[src/rtl/axil_initiator_pkg.sv]
// ---------------------------------------------------------------------------
// axil_initiator_pkg
// Shared definitions for the AXI4-Lite initiator and the AXI-Lite target
// blocks that sit on the same bus:
//   state_t      one-hot FSM encoding of the initiator
//   RESP_*       AXI response codes (also used by the target blocks)
//   PROT_DEFAULT fixed protection attribute driven on AWPROT/ARPROT
// ---------------------------------------------------------------------------
package axil_initiator_pkg;

   typedef enum logic [5:0] {
      ST_IDLE  = 6'b000001,
      ST_WADDR = 6'b000010,
      ST_WRESP = 6'b000100,
      ST_RADDR = 6'b001000,
      ST_RDATA = 6'b010000,
      ST_RSP   = 6'b100000
   } state_t;

   localparam logic [1:0] RESP_OKAY   = 2'b00;
   localparam logic [1:0] RESP_EXOKAY = 2'b01;
   localparam logic [1:0] RESP_SLVERR = 2'b10;
   localparam logic [1:0] RESP_DECERR = 2'b11;

   // Unprivileged, secure, data access.
   localparam logic [2:0] PROT_DEFAULT = 3'b000;

endpackage

[src/rtl/axil_initiator.sv]
// ---------------------------------------------------------------------------
// axil_initiator
// Converts a simple valid/ready command/response interface into single
// AXI4-Lite transactions, one outstanding at a time.
//
// Ports
//   clk, reset_n           clock, asynchronous active-low reset
//   cmd_*                  command in: write flag, address, write data, strobe
//   rsp_*                  response out: kind, read data, AXI response code
//   i_ctrl_aw*/w*/b*       AXI4-Lite write address / data / response channels
//   i_ctrl_ar*/r*          AXI4-Lite read address / data channels
//
// Every output is either a flop or a decode of flops; no input reaches an
// output combinationally.
// ---------------------------------------------------------------------------
module axil_initiator
   import axil_initiator_pkg::*;
#(
   parameter int addrWidth        = 32,
   parameter int dataWidth        = 32,
   parameter int writeStrobeWidth = 4
) (
   input  logic                        clk,
   input  logic                        reset_n,
   // command
   input  logic                        cmd_valid,
   output logic                        cmd_ready,
   input  logic                        cmd_write,
   input  logic [addrWidth-1:0]        cmd_addr,
   input  logic [dataWidth-1:0]        cmd_wdata,
   input  logic [writeStrobeWidth-1:0] cmd_wstrb,
   // response
   output logic                        rsp_valid,
   input  logic                        rsp_ready,
   output logic                        rsp_write,
   output logic [dataWidth-1:0]        rsp_rdata,
   output logic [1:0]                  rsp_resp,
   // AXI4-Lite write address
   output logic                        i_ctrl_awvalid,
   input  logic                        i_ctrl_awready,
   output logic [addrWidth-1:0]        i_ctrl_awaddr,
   output logic [2:0]                  i_ctrl_awprot,
   // AXI4-Lite write data
   output logic                        i_ctrl_wvalid,
   input  logic                        i_ctrl_wready,
   output logic [dataWidth-1:0]        i_ctrl_wdata,
   output logic [writeStrobeWidth-1:0] i_ctrl_wstrb,
   // AXI4-Lite write response
   input  logic                        i_ctrl_bvalid,
   output logic                        i_ctrl_bready,
   input  logic [1:0]                  i_ctrl_bresp,
   // AXI4-Lite read address
   output logic                        i_ctrl_arvalid,
   input  logic                        i_ctrl_arready,
   output logic [addrWidth-1:0]        i_ctrl_araddr,
   output logic [2:0]                  i_ctrl_arprot,
   // AXI4-Lite read data
   input  logic                        i_ctrl_rvalid,
   output logic                        i_ctrl_rready,
   input  logic [dataWidth-1:0]        i_ctrl_rdata,
   input  logic [1:0]                  i_ctrl_rresp
);

   state_t                        state;
   state_t                        state_d;

   logic [addrWidth-1:0]          lat_addr;
   logic [dataWidth-1:0]          lat_wdata;
   logic [writeStrobeWidth-1:0]   lat_wstrb;
   logic                          lat_write;
   logic                          aw_done;
   logic                          w_done;

   logic                          cmd_accept;
   logic                          aw_hs;
   logic                          w_hs;
   logic                          b_hs;
   logic                          ar_hs;
   logic                          r_hs;

   assign cmd_accept = cmd_valid && cmd_ready;
   assign aw_hs      = i_ctrl_awvalid && i_ctrl_awready;
   assign w_hs       = i_ctrl_wvalid  && i_ctrl_wready;
   assign b_hs       = i_ctrl_bvalid  && i_ctrl_bready;
   assign ar_hs      = i_ctrl_arvalid && i_ctrl_arready;
   assign r_hs       = i_ctrl_rvalid  && i_ctrl_rready;

   // Address, data and strobe come straight from the command latch, so they
   // cannot move while a valid is waiting for its ready.
   assign i_ctrl_awaddr = lat_addr;
   assign i_ctrl_araddr = lat_addr;
   assign i_ctrl_wdata  = lat_wdata;
   assign i_ctrl_wstrb  = lat_wstrb;
   assign i_ctrl_awprot = PROT_DEFAULT;
   assign i_ctrl_arprot = PROT_DEFAULT;
   assign rsp_write     = lat_write;

   // ------------------------------------------------------------------
   // State register
   // ------------------------------------------------------------------
   // cmd_ready is a flop tracking "next state is IDLE" so that it reads 0
   // while reset_n is low and 1 from the first clock after release.
   always_ff @(posedge clk or negedge reset_n) begin
      if (!reset_n) begin
         state     <= ST_IDLE;
         cmd_ready <= 1'b0;
      end else begin
         state     <= state_d;
         cmd_ready <= (state_d == ST_IDLE);
      end
   end

   // ------------------------------------------------------------------
   // Next state and decoded outputs
   // ------------------------------------------------------------------
   always_comb begin
      state_d        = state;
      i_ctrl_awvalid = 1'b0;
      i_ctrl_wvalid  = 1'b0;
      i_ctrl_bready  = 1'b0;
      i_ctrl_arvalid = 1'b0;
      i_ctrl_rready  = 1'b0;
      rsp_valid      = 1'b0;
      unique case (state)
         ST_IDLE: begin
            if (cmd_accept) begin
               state_d = cmd_write ? ST_WADDR : ST_RADDR;
            end
         end
         ST_WADDR: begin
            // Each channel drops its valid once its own handshake is done;
            // move on only when both have completed (in either order).
            i_ctrl_awvalid = !aw_done;
            i_ctrl_wvalid  = !w_done;
            if ((aw_done || aw_hs) && (w_done || w_hs)) begin
               state_d = ST_WRESP;
            end
         end
         ST_WRESP: begin
            i_ctrl_bready = 1'b1;
            if (i_ctrl_bvalid) begin
               state_d = ST_RSP;
            end
         end
         ST_RADDR: begin
            i_ctrl_arvalid = 1'b1;
            if (i_ctrl_arready) begin
               state_d = ST_RDATA;
            end
         end
         ST_RDATA: begin
            i_ctrl_rready = 1'b1;
            if (i_ctrl_rvalid) begin
               state_d = ST_RSP;
            end
         end
         ST_RSP: begin
            rsp_valid = 1'b1;
            if (rsp_ready) begin
               state_d = ST_IDLE;
            end
         end
         default: begin
            state_d = ST_IDLE;
         end
      endcase
   end

   // ------------------------------------------------------------------
   // Command latch, per-channel done flags, response capture
   // ------------------------------------------------------------------
   always_ff @(posedge clk or negedge reset_n) begin
      if (!reset_n) begin
         lat_addr  <= '0;
         lat_wdata <= '0;
         lat_wstrb <= '0;
         lat_write <= 1'b0;
         aw_done   <= 1'b0;
         w_done    <= 1'b0;
         rsp_rdata <= '0;
         rsp_resp  <= RESP_OKAY;
      end else begin
         if (cmd_accept) begin
            lat_addr  <= cmd_addr;
            lat_wdata <= cmd_wdata;
            lat_wstrb <= cmd_wstrb;
            lat_write <= cmd_write;
            aw_done   <= 1'b0;
            w_done    <= 1'b0;
         end
         if (aw_hs) begin
            aw_done <= 1'b1;
         end
         if (w_hs) begin
            w_done <= 1'b1;
         end
         // Error responses are reported as-is; no retry.
         if (b_hs) begin
            rsp_resp  <= i_ctrl_bresp;
            rsp_rdata <= '0;
         end
         if (r_hs) begin
            rsp_resp  <= i_ctrl_rresp;
            rsp_rdata <= i_ctrl_rdata;
         end
      end
   end

endmodule

[config.mk]
export PLATFORM = sky130hd
export DESIGN_NAME = axil_initiator
export DESIGN_NICKNAME = d
export VERILOG_FILES = /design/src/rtl/axil_initiator_pkg.sv /design/src/rtl/axil_initiator.sv
export SDC_FILE = /design/constraint.sdc
export NUM_CORES = 1
export LEC_CHECK = 0
export ABC_AREA = 1
export BUFFER_PORTS_ARGS = -buffer_cell sky130_fd_sc_hd__buf_2
export CORE_MARGIN = 2
export CORE_UTILIZATION = 35
export CTS_BUF_LIST = sky130_fd_sc_hd__clkbuf_4 sky130_fd_sc_hd__clkbuf_8
export CTS_CLUSTER_SIZE = 20
export DETAILED_ROUTE_END_ITERATION = 6
export PLACE_DENSITY = 0.71
export SYNTH_ARGS = -nofsm -noshare
export SYNTH_HDL_FRONTEND = slang
export SYNTH_SLANG_ARGS = --single-unit
export TNS_END_PERCENT = 20
[constraint.sdc]
create_clock -name clk -period 2 [get_ports clk]
set_clock_uncertainty 0.05 [all_clocks]
set_input_delay 0.4 -clock clk [delete_from_list [all_inputs] [get_ports clk]]
set_output_delay 0.4 -clock clk [all_outputs]
set_load 0.01 [all_outputs]
==> results.md <==
* First-pass GRT wire length at 19.2 mm
* Cells after Synth at 556
* DP Worst Slack at 0.369 ns
* Clock latency on the worst-skew pair at 0.39 ns
* Timing-limited maximum frequency at 0.519 GHz
* Slew Limit Fails at 0
* DRC at 0
* YS warnings at 0
* Final worst path period share at 96.3%
* DP HPWL at 9.16 mm
* HP Start: cmd_addr[12]
* Final setup viols at 0
* CTS tree: built
* Hold Crit Depth at 3
* Chip Width at 121 microns
* Crit path buf inv count at 1
* DR WL/cell at 12.9 microns
* PwrDens at 1260 mW/mm^2
* Final Hold Viols at 0
* Status: complete, no violations
* CP max FO at 6
* Netlist cell types at 24
* Initial cell density of the core at 36.0%
* Root Buffer: clkbuf_8
* # rows at 42
* FF-to-FF setup slack at 0.19 ns
* Leak at 3.84 nW
* DRT antenna net count at 0
* Sequential share of the synthesized area at 58.9%
* CP max stage delay at 0.44 ns
* Top cell family by delay on the critical path: simple AND/OR/NAND/NOR gates
* Final Util at 47.4%
* PnR Total Power at 7.90 mW
* Hold Path Class: in -> reg
* Via count at 4,204
* Peak VDD IR at 0.000462 V
* Post-detailed-route via-to-cell ratio at 4.38
* Die area at 0.0146 sq mm
* Worst-case clock buffer depth at 2
* Sink Count at 112
* Reg-to-reg endpoint: rsp_resp[0]$_DFFE_PN0P_
* CP startpoint kind: flop
* # diodes at 0
* Largest net degree at the start of global routing at 56
* Crit. End Element: primary output
* Area leader, netlist: dfrtp_1
* Final Instance Area at 0.00628 sq mm
* Vias in the first global route at 3,786
* Post-Syn Area per Cell at 8.57 sq um
* I/O Buffers at 255
* Worst hold margin at 0.146 ns
* Ports at 262
* Worst path slowest cell: dfrtp_1
* Hold Path Sink: i_ctrl_araddr[12]$_DFFE_PN0P_
* H-tree depth at 3
* CP cell instances: nor2_4 -> nand2_2 -> nor2_8 -> buf_2
* Clock transition at the registers of the reported paths at 0.11 ns
* Core area at 0.0132 sq mm
* Post-synthesis to final-layout area growth at 31.8%
* Worst R2R Start: state[3]$_DFF_PN0_
* Yosys reg bits at 112
* Antenna violations before repair at 0
* Gr usage total at 16.8%
* Drt first pass iters at 4
* Reg2reg path depth at 10
* WP data arrival at 1.48 ns
* DP Area at 0.00604 sq mm
* Share of cells above drive strength 1 at 38.4%
* Post-synth top area share at 58.3%
* Final setup margin at 0.0736 ns
* Required @ worst endpoint at 1.55 ns
* Period minus WS final at 1.93 ns
* Synth top area cells: dfrtp_1 (58%), nand2_1 (23%), buf_4 (6.0%), nand3_1 (4.0%), clkbuf_1 (1.4%)
* Nets at 893
* Die height at 121 microns
* DRT Wirelength at 12.4 mm
* Max Cap Viol at 0
* Number of fill cells at 1,328
* CTS Buf Count at 9
* Cell Area, Synth at 0.00476 sq mm
* GPL Wtd Cong at 0.806
* Total grt overflow at 0
* Iteration-0 DRC Markers at 142
* Critical path type: reg -> out
[layer usage]
metal	global-route usage [%]	wire, microns	vias up
met3	4.06	978	15
li1	-	-	2099
met5	0	0	-
met4	6.90	232	0
met2	27.0	5880	183
met1	21.9	5280	1907
[state kept, by name, summed over array words and instances, names as in the netlist]
register	flops
aw_done	1
cmd_ready	1
i_ctrl_araddr	32
i_ctrl_wdata	32
i_ctrl_wstrb	4
rsp_rdata	32
rsp_resp	2
rsp_write	1
state	6
w_done	1
[logic make-up (layout without fill, tap and decap cells)]
family | after synthesis | in the layout | synth area share (%)
simple gates | 355 | 355 | 30.1
flops | 112 | 112 | 58.9
buf+inv | 80 | 303 | 9.88
compound gates | 8 | 8 | 1.08
other cells | 1 | 6 | 0.0787
[worst max-delay path by stage]
stage | slack, ns | end | from | depth (start not counted)
finish | 0.07 | i_ctrl_rready | state[3]$_DFF_PN0_ | 4
global route | -0.01 | i_ctrl_bready | state[5]$_DFF_PN0_ | 4
CTS | -0.04 | i_ctrl_rready | state[3]$_DFF_PN0_ | 4
detailed placement | 0.37 | i_ctrl_rready | state[3]$_DFF_PN0_ | 5
global placement | 0.40 | i_ctrl_rready | state[3]$_DFF_PN0_ | 5
floorplan | 0.53 | i_ctrl_rready | state[3]$_DFF_PN0_ | 4
[cell type report]
type / count / area, sq um / share of cell area, %
multi-input cells: 369 / 1530 / 24.4
clock buffers: 10 / 138 / 2.19
repair buffers: 270 / 1470 / 23.4
clock inverters: 6 / 51.3 / 0.817
well taps: 176 / 220 / 3.51
flip-flops and latches: 112 / 2800 / 44.7
inverters: 17 / 63.8 / 1.02
[placed cells by master (no fill, tap or decap), types with 2 or more instances in the layout]
cell        synthesis  final
inv_2               3      3
o21ai_0             3      3
clkbuf_8            0     10
nor2_1             11      8
o31ai_1             2      2
nand2_2             3      4
buf_2               4    254
clkinvlp_4          0      3
nand4_1             4      4
nand2_1           293    292
nand3b_1            2      2
conb_1              1      6
nand3_1            38     37
inv_1              14     14
buf_12              0      6
nor2_2              1      4
buf_4              38      9
dfrtp_1           111    111
[worst min-delay path, cell delays in order]
cell and delay (ns):
buf_2 0.07, nand2_1 0.04, nand2_1 0.04
[power breakdown]
group	total, mW	leakage (nW)	internal [mW]	switching [mW]
Combinational	3.08	2.33	1.25	1.83
Clock	1.30	0.0870	0.502	0.793
Sequential	3.53	1.43	3.05	0.482
Total	7.90	3.84	4.80	3.10
[Yosys cell counts, drive strengths merged]
cell and number:
nor2 14, buf 45, dfstp 1, o21bai 1
dfrtp 111, conb 1, a22o 1, or2 1
nand3 38, nand3b 2, inv 17, nand4 4
clkbuf 18, o31ai 2, o21ai 4, nand2 296
[repair_timing]
item,in CTS,in global routing
setup buffers,0,3
cloned,0,0
pin swaps,0,2
endpoints found under the setup margin,3,5
resized for setup,1,4
hold buffers,1,0
hold endpoints to repair,30,0
[stage by stage]
stage               cells  setup TNS, ns
finish                960              0
floorplan             561              0
global route          960        -0.0299
global placement      941              0
detailed placement    941              0
CTS                   957        -0.0390
No activity file was read; power rests on OpenSTA's default activity.
